--- src/rtl/mem_arbiter_fsm.sv ---
// Registered FSM arbiter sharing one single-port RAM between fetch and data ports.
// Optional ARB_PERF_EN macro adds grant and busy-cycle performance counters.
module mem_arbiter_fsm #(
    parameter int unsigned ADDR_W      = 32,
    parameter int unsigned DATA_W      = 32,
    parameter int unsigned STARVE_MAX  = 4,
    parameter int unsigned TIMEOUT_CYC = 64
) (
    input  logic              CLK,
    input  logic              nRST,
    input  logic              i_req,
    input  logic [ADDR_W-1:0] i_addr,
    output logic [DATA_W-1:0] i_rdata,
    output logic              i_done,
    input  logic              d_ren,
    input  logic              d_wen,
    input  logic [ADDR_W-1:0] d_addr,
    input  logic [DATA_W-1:0] d_wdata,
    output logic [DATA_W-1:0] d_rdata,
    output logic              d_done,
    output logic              err,
    output logic              ram_ren,
    output logic              ram_wen,
    output logic [ADDR_W-1:0] ram_addr,
    output logic [DATA_W-1:0] ram_wdata,
    input  logic [DATA_W-1:0] ram_rdata,
    input  logic              ram_busy,
    output logic [31:0]       perf_i_grants,
    output logic [31:0]       perf_d_grants,
    output logic [31:0]       perf_busy_cycles
);

    typedef enum logic [1:0] {IDLE, I_ACC, D_ACC} state_t;

    localparam logic [3:0] STREAK_MAX = 4'(STARVE_MAX);
    localparam logic [7:0] TO_LAST    = 8'(TIMEOUT_CYC - 1);

    state_t     state;
    logic [3:0] d_streak;
    logic [7:0] to_cnt;

    logic d_elig;
    logic i_elig;
    logic grant_i;
    logic grant_d;

    // A requester still holding its request during its own done cycle is masked.
    always_comb begin
        d_elig  = (d_ren | d_wen) & ~d_done;
        i_elig  = i_req & ~i_done;
        grant_i = i_elig & ((d_streak == STREAK_MAX) | ~d_elig);
        grant_d = d_elig & ~grant_i;
    end

    always_ff @(posedge CLK or negedge nRST) begin
        if (!nRST) begin
            state     <= IDLE;
            d_streak  <= '0;
            to_cnt    <= '0;
            i_rdata   <= '0;
            i_done    <= 1'b0;
            d_rdata   <= '0;
            d_done    <= 1'b0;
            err       <= 1'b0;
            ram_ren   <= 1'b0;
            ram_wen   <= 1'b0;
            ram_addr  <= '0;
            ram_wdata <= '0;
        end else begin
            i_done <= 1'b0;
            d_done <= 1'b0;
            err    <= 1'b0;
            case (state)
                IDLE: begin
                    if (grant_i) begin
                        state     <= I_ACC;
                        ram_ren   <= 1'b1;
                        ram_wen   <= 1'b0;
                        ram_addr  <= i_addr;
                        ram_wdata <= '0;
                        d_streak  <= '0;
                    end else if (grant_d) begin
                        state    <= D_ACC;
                        // Read wins when both strobes are raised.
                        ram_ren   <= d_ren;
                        ram_wen   <= ~d_ren;
                        ram_addr  <= d_addr;
                        ram_wdata <= d_ren ? '0 : d_wdata;
                        if (!i_req) begin
                            d_streak <= '0;
                        end else if (d_streak != STREAK_MAX) begin
                            d_streak <= d_streak + 4'd1;
                        end
                    end
                end
                I_ACC, D_ACC: begin
                    if (!ram_busy || to_cnt == TO_LAST) begin
                        state     <= IDLE;
                        to_cnt    <= '0;
                        ram_ren   <= 1'b0;
                        ram_wen   <= 1'b0;
                        ram_addr  <= '0;
                        ram_wdata <= '0;
                        err       <= ram_busy;
                        if (state == I_ACC) begin
                            i_done  <= 1'b1;
                            i_rdata <= ram_busy ? '0 : ram_rdata;
                        end else begin
                            d_done  <= 1'b1;
                            d_rdata <= (ram_busy || ram_wen) ? '0 : ram_rdata;
                        end
                    end else begin
                        to_cnt <= to_cnt + 8'd1;
                    end
                end
                default: begin
                    state <= IDLE;
                end
            endcase
        end
    end

`ifdef ARB_PERF_EN
    logic [31:0] i_grants;
    logic [31:0] d_grants;
    logic [31:0] busy_cycles;

    always_ff @(posedge CLK or negedge nRST) begin
        if (!nRST) begin
            i_grants    <= '0;
            d_grants    <= '0;
            busy_cycles <= '0;
        end else begin
            if (state == IDLE && grant_i) begin
                i_grants <= i_grants + 32'd1;
            end
            if (state == IDLE && grant_d) begin
                d_grants <= d_grants + 32'd1;
            end
            if (state != IDLE && ram_busy) begin
                busy_cycles <= busy_cycles + 32'd1;
            end
        end
    end

    assign perf_i_grants    = i_grants;
    assign perf_d_grants    = d_grants;
    assign perf_busy_cycles = busy_cycles;
`else
    assign perf_i_grants    = '0;
    assign perf_d_grants    = '0;
    assign perf_busy_cycles = '0;
`endif

endmodule

--- config.mk ---
export PLATFORM = sky130hd
export DESIGN_NAME = mem_arbiter_fsm
export DESIGN_NICKNAME = d
export VERILOG_FILES = /design/src/rtl/mem_arbiter_fsm.sv
export SDC_FILE = /design/constraint.sdc
export NUM_CORES = 1
export LEC_CHECK = 0
export ABC_CLOCK_PERIOD_IN_PS = 3700
export CAP_MARGIN = 10
export CORE_MARGIN = 3
export CORE_UTILIZATION = 31
export CTS_BUF_LIST = sky130_fd_sc_hd__clkbuf_2
export DETAILED_ROUTE_END_ITERATION = 12
export GPL_TIMING_DRIVEN = 0
export PLACE_DENSITY = 0.75
export SYNTH_ARGS = -nofsm -noshare
export SYNTH_HDL_FRONTEND = slang
export SYNTH_SLANG_ARGS = --single-unit
--- constraint.sdc ---
create_clock -name CLK -period 3.7 [get_ports CLK]
set_input_delay 0.74 -clock CLK [delete_from_list [all_inputs] [get_ports CLK]]
set_output_delay 0.74 -clock CLK [all_outputs]
set_load 0.005 [all_outputs]
==> impl_metrics.py, run 1 <==
metrics = {
    "drt": {
        "drc": 0,
        "dr.first_iter.drc_count": 193,
        "via_count": 5594,
        "postRouteAntennaNets": 0,
        "routed_wl_um": 21000,
        "wl_per_cell_um": 17.0,
        "vias_per_cell": 4.53,
        "drt_pre_antenna_iters": 5,
    },
    "die": {
        "core_sq_mm": 0.0220,
        "start_util_pct": 31.7,
        "die_w_um": 156,
        "die_h_um": 156,
        "num_io_pins": 363,
        "die_area_sq_mm": 0.0243,
        "core.rowCount": 54,
    },
    "sta": {
        "maxSlewViolCount": 0,
        "skew_ns": 0.0429,
        "rsz0062_at_grt": "false",
        "slew_headroom_pct": 38.0,
        "tightest_slew_ns": 0.917,
        "final.setup.tns_ns": 0,
        "finalHoldViolCount": 0,
        "fin_crit_sh_pct": 71.1,
        "fmax_mhz": 380,
        "final-setup-viol-count": 0,
        "period_needed_ns": 2.63,
    },
    "grt": {
        "grt_max_degree": 77,
        "track_usage_pct": 16.7,
        "antenna_found_initial": 1,
        "grt_pass1_vias": 5658,
        "grt_pass1_wl_um": 31600,
        "grt_overflow": 0,
    },
    "yosys": {
        "ys_seq_area_share_pct": 52.9,
        "synth_area_sq_mm": 0.00696,
        "yosys.area.top_type": "dfrtp_1",
        "synthTopCellsByArea": "dfrtp_1 (53%), buf_4 (11%), a22o_1 (8.2%), mux2i_1 (4.7%), o2bb2ai_1 (4.0%)",
        "ys_ff_latch": 147,
        "synthDistinctLibCells": 45,
        "ys.flop_type": "dfrtp_1",
        "syn_inst": 560,
        "yosysWarnings": 0,
        "async_flop_share_pct": 100,
        "synth-edff-count": 0,
        "syn_avg_cell_area_sq_um": 12.4,
        "synth_top_area_share_pct": 52.9,
    },
    "cts": {
        "postCtsSetupRepairBufs": 0,
        "clkTransAtPathRegs_ns": 0.24,
        "root_buffer": "clkbuf_2",
        "htree_levels": 4,
        "cts_hold_buf": 1,
        "cts_buffer_depth": 2,
        "clock_sinks": 147,
        "cts_resized": 0,
        "numCtsBuffers": 17,
        "clk_latency_ns": 0.72,
        "cts_tree": "done",
    },
    "placed_design": {
        "hpwl_um": 15900,
        "place_congestion": 0.767,
        "port_buffers": 266,
        "dp_cells": 1202,
    },
    "min_path": {
        "hold_depth": 1,
        "hold_class": "reg2reg",
    },
    "finish": {
        "stdcell_count": 1236,
        "fin_nets": 1081,
        "synthToLayoutAreaGrowth_pct": 52.9,
        "mostFrequentLayoutCells": "clkdlybuf4s50_1 (265), dfrtp_1 (147), buf_4 (99)",
        "layout.cells.most_common": "clkdlybuf4s50_1",
        "layout-drive-gt1-share_pct": 18.4,
    },
    "worst_setup_path": {
        "cp_top_family": "buffers and inverters",
        "crit_path_max_fanout": 8,
        "cp_data_required_time_ns": 2.96,
        "slowest_delay_ns": 0.60,
        "path_depth": 1,
        "critical_path_class": "reg2out",
        "rr_endpoint": "d_rdata[29]",
        "r2r-start": "state[0]",
        "worstPathArrival_ns": 1.89,
        "reg2reg_slack_ns": 1.17,
        "start_kind": "flop",
        "ff2ff_path_depth": 6,
        "cp_cell_sequence": "clkdlybuf4s50_1",
        "end_kind": "output port",
        "startpoint": "d_done",
        "path_buf_inv": 1,
        "slowest_stage": "clkdlybuf4s50_1",
        "crit_path_end": "d_done",
    },
    "power_and_ir_drop": {
        "p_leak_nw": 5.05,
        "max-vdd-ir-drop_mv": 0.395,
        "power.density_mw_per_mm2": 690,
    },
    "status": {
        "status": "completed",
    },
    "run": {
        "max-cap-violations": 0,
    },
}
-- registers in the layout, indices dropped and copies added, names as in the netlist --
register and cells:
i_rdata 32, d_rdata 32, ram_addr 32, err 1, ram_wen 1, i_done 1
to_cnt 8, d_streak 4, state 2, ram_ren 1, ram_wdata 32, d_done 1
-- where the power goes --
group	switching, mW	leakage [nW]	internal, mW	total, mW
logic	1.62	2.96	2.10	3.72
registers	0.369	1.93	2.21	2.58
clock network	0.701	0.158	0.347	1.05
-- logic make-up after synthesis --
| logic type | share of synthesized area [%] |
|---|---|
| other | 0.0539 |
| buffers and inverters | 13.4 |
| XOR/XNOR | 0.755 |
| adder cells (fa/ha/maj) | 0.899 |
| flip-flops | 52.9 |
| AO/OA/AOI/OAI | 14.4 |
| multiplexers | 10.8 |
| AND/OR/NAND/NOR | 6.82 |
-- worst min-delay path by stage --
stage | from | endpoint | slack, ns
6_report | ram_addr[24] | ram_addr[24] | 0.52
4_1_cts | nRST | d_rdata[6] | 0.47
5_1_grt | nRST | i_rdata[4] | 0.46
2_1_floorplan | nRST | d_done | 0.44
3_3_place_gp | ram_addr[28] | ram_addr[28] | 0.47
3_5_place_dp | ram_addr[4] | ram_addr[4] | 0.47
-- area by class of cell --
class	count	area, sq um
sequential	147	3680
tap	280	350
antenna	1	2.50
clock inverter	15	188
inverter	12	45.0
buffer	132	887
multi-input combinational	364	2700
timing repair buffer	268	2700
fill	2041	11300
clock buffer	17	85.1
-- worst reg2reg max path, delay by kind of cell (launching register included) --
family,cells,cell delay (ns)
AO/OA/AOI/OAI,1,0.20
buffers and inverters,3,0.78
AND/OR/NAND/NOR,1,0.77
adder cells (fa/ha/maj),1,0.34
flip-flops,1,0.40
-- per-stage QoR --
step	area (sq um)	hold slack [ns]	setup slack [ns]	total power, mW	util (%)
final	10600	0.521	1.07	7.34	48.5
after floorplan	7310	0.444	1.72	4.44	-
after global placement	10300	0.471	-4.21	6.31	47.0
after detailed placement	10400	0.473	0.703	6.37	47.2
after CTS	10600	0.473	0.955	7.46	48.4
after global routing	10600	0.459	0.881	7.86	48.5
-- routing by layer --
layer | vias up | wire, um | share of wire [%] | GRT usage, %
met2 | 237 | 10500 | 50 | 28.9
li1 | 2606 | - | - | -
met5 | - | 0 | 0 | 0
met4 | 0 | 180 | 0.86 | 3.83
met1 | 2737 | 8270 | 39 | 19.5
met3 | 14 | 1980 | 9.4 | 6.60
-- Yosys cell counts, types with 2 or more instances --
master / n
dfrtp_1: 147
buf_1: 3
nand3b_1: 3
xnor2_1: 2
mux2_4: 10
buf_2: 4
o2bb2ai_1: 32
nand4_1: 5
nand3_1: 2
nand2b_1: 2
xor2_1: 4
o21ai_0: 2
mux2_2: 24
buf_4: 99
nor3_1: 2
nand2_1: 6
mux2i_1: 33
nor2_1: 13
a22o_1: 65
a21oi_1: 4
inv_1: 12
and3b_1: 2
buf_6: 2
o311ai_0: 2
clkbuf_1: 24
ha_1: 5
nor3b_1: 33
Power figures use the tool's default switching activity.
==> inputs of run 2 (changes only) <==
- ABC_CLOCK_PERIOD_IN_PS: 3700 -> 2380
- PLACE_DENSITY: 0.75 -> 0.78
- clock period: 3.7 -> 2.38 ns (I/O delays scaled with it)
==> impl_metrics.py, run 2 (synthesis gave the netlist of run 1 again) <==
metrics = {
    "worst_setup_path": {
        "cp_data_required_time_ns": 2.99,
        "start_kind": "flop",
        "rr_endpoint": "ram_wdata[18]",
        "crit_path_max_fanout": 10,
        "reg2reg_slack_ns": 0.14,
        "cp_cell_sequence": "ha_1, or3b_4, o21bai_4, o211ai_2, buf_6, buf_6, mux2_4",
        "cp_top_family": "flip-flops",
        "slowest_delay_ns": 0.46,
        "slowest_stage": "dfrtp_1",
        "end_kind": "flop",
        "crit_path_frequent_cell": "buf_6",
        "critical_path_class": "reg2reg",
        "worstPathArrival_ns": 2.84,
        "path_buf_inv": 2,
        "r2r-start": "to_cnt[1]",
        "ff2ff_path_depth": 7,
    },
    "sta": {
        "fin_crit_sh_pct": 94.0,
        "maxSlewViolCount": 0,
        "finalHoldViolCount": 0,
        "tightest_slew_ns": 0.705,
        "whs_ns": 0.322,
        "fmax_mhz": 447,
        "slew_headroom_pct": 53.0,
        "period_needed_ns": 2.24,
        "final-setup-viol-count": 0,
        "skew_ns": 0.0457,
    },
    "die": {
        "core_sq_mm": 0.0220,
        "die_h_um": 156,
        "num_io_pins": 363,
        "core.rowCount": 54,
        "start_util_pct": 31.7,
        "die_area_sq_mm": 0.0243,
        "die_w_um": 156,
    },
    "grt": {
        "grt_overflow": 0,
        "grt_max_degree": 75,
        "grt_pass1_vias": 5686,
        "antenna_found_initial": 1,
        "track_usage_pct": 16.8,
        "grt_pass1_wl_um": 31800,
    },
    "cts": {
        "clk_latency_ns": 0.71,
        "numCtsBuffers": 17,
        "cts_tree": "done",
        "clkTransAtPathRegs_ns": 0.26,
        "root_buffer": "clkbuf_2",
        "htree_levels": 4,
        "clock_sinks": 147,
        "cts_buffer_depth": 2,
    },
    "placed_design": {
        "port_buffers": 266,
        "hpwl_um": 16100,
        "place_congestion": 0.765,
        "placed_area_sq_mm": 0.0104,
    },
    "power_and_ir_drop": {
        "comb_power_share_pct": 51.3,
        "max-vdd-ir-drop_mv": 0.653,
        "seq_power_share_pct": 34.6,
        "p_leak_nw": 5.13,
        "swShare_pct": 36.6,
        "power.density_mw_per_mm2": 1080,
        "power.share.clock_pct": 14.1,
        "power.total_mw": 11.6,
        "intPower_mw": 7.35,
        "switchingPower_mw": 4.24,
    },
    "finish": {
        "synthToLayoutAreaGrowth_pct": 54.6,
        "layout-drive-gt1-share_pct": 21.0,
        "fillCellCount": 1997,
        "final_area_sq_mm": 0.0108,
        "layout.cells.most_common": "clkdlybuf4s50_1",
        "mostFrequentLayoutCells": "clkdlybuf4s50_1 (264), dfrtp_1 (144), buf_4 (109)",
        "fin_nets": 1089,
        "regArea_sq_mm": 0.00368,
        "multi_input_area_sq_mm": 0.00274,
    },
    "drt": {
        "via_count": 5566,
        "routed_wl_um": 21100,
        "drc": 0,
        "route.met2.wl_um": 10600,
        "met1_length_um": 8400,
        "route.met3.wl_um": 1890,
        "drt_pre_antenna_iters": 4,
        "dr.first_iter.drc_count": 163,
        "highest_layer": "met4",
        "vias_per_cell": 4.47,
        "postRouteAntennaNets": 0,
        "wl_per_cell_um": 17.0,
    },
    "min_path": {
        "hold_class": "in2async",
    },
    "run": {
        "max-cap-violations": 0,
    },
    "status": {
        "status": "completed",
    },
}
-- run 2: cell types whose count changed in the layout (fill, tap and decap cells not counted), sizes merged --
cell           delta
buf               +7
clkbuf            +1
clkdlybuf4s50     -1
clkinv            +2
clkinvlp          -2
dlygate4sd2       +1
-- run 2: cell type report --
class / instances / area share (%)
Sequential cell: 147 / 34.2
Timing Repair Buffer: 276 / 25.7
Multi-Input combinational cell: 364 / 25.4
Buffer: 132 / 8.41
Tap cell: 280 / 3.26
Clock inverter: 15 / 1.78
Clock buffer: 17 / 0.791
Inverter: 12 / 0.419
Antenna cell: 1 / 0.0233
-- run 2: worst max-delay path by stage --
stage	from	to	slack (ns)	cells after the start
finish	to_cnt[1]	ram_wdata[18]	0.14	7
global route	d_streak[0]	ram_addr[22]	-0.002	8
CTS	to_cnt[0]	ram_addr[26]	0.001	7
detailed placement	i_req	ram_wdata[4]	-0.37	6
global placement	nRST	ram_addr[29]	-5.04	1
floorplan	to_cnt[0]	ram_wdata[16]	0.40	7
-- run 2: power groups by stage --
| stage | logic, mW | clock network (mW) | registers [mW] |
|---|---|---|---|
| finish | 5.94 | 1.64 | 4.01 |
| global route | 6.44 | 1.81 | 4.12 |
| CTS | 5.91 | 1.70 | 4.01 |
| detailed placement | 5.89 | 0 | 4.03 |
| global placement | 5.76 | 0 | 4.03 |
| floorplan | 2.86 | 0 | 4.05 |
-- run 2: worst register-to-register path, stage by stage, from the launching register on --
cell      delay [ns]
dfrtp_1         0.46
ha_1            0.22
or3b_4          0.43
o21bai_4        0.22
o211ai_2        0.18
buf_6           0.19
buf_6           0.16
mux2_4          0.31
-- run 2: routing by layer --
metal | vias up | track usage [%]
met4 | 0 | 4.63
met1 | 2677 | 19.8
met2 | 261 | 28.7
li1 | 2613 | -
met5 | - | 0
met3 | 15 | 6.55
-- run 2: timing repair --
item / CTS / global route
buffers inserted: 0 / 8
pin swaps: 0 / 1
setup endpoints to repair: 44 / 121
endpoints found under the hold margin: 73 / 0
resized for setup: 6 / 25
hold buffers: 1 / 0
-- run 2: stage by stage --
stage          setup TNS (ns)  cells  setup slack [ns]  utilization, %
4_1_cts                     0   1235           0.00136            48.5
5_1_grt              -0.00151   1244          -0.00151            49.0
2_1_floorplan               0    655             0.400               -
6_report                    0   1244             0.143            49.0
3_3_place_gp          -759.41   1201             -5.04            47.0
3_5_place_dp           -20.63   1202            -0.370            47.2
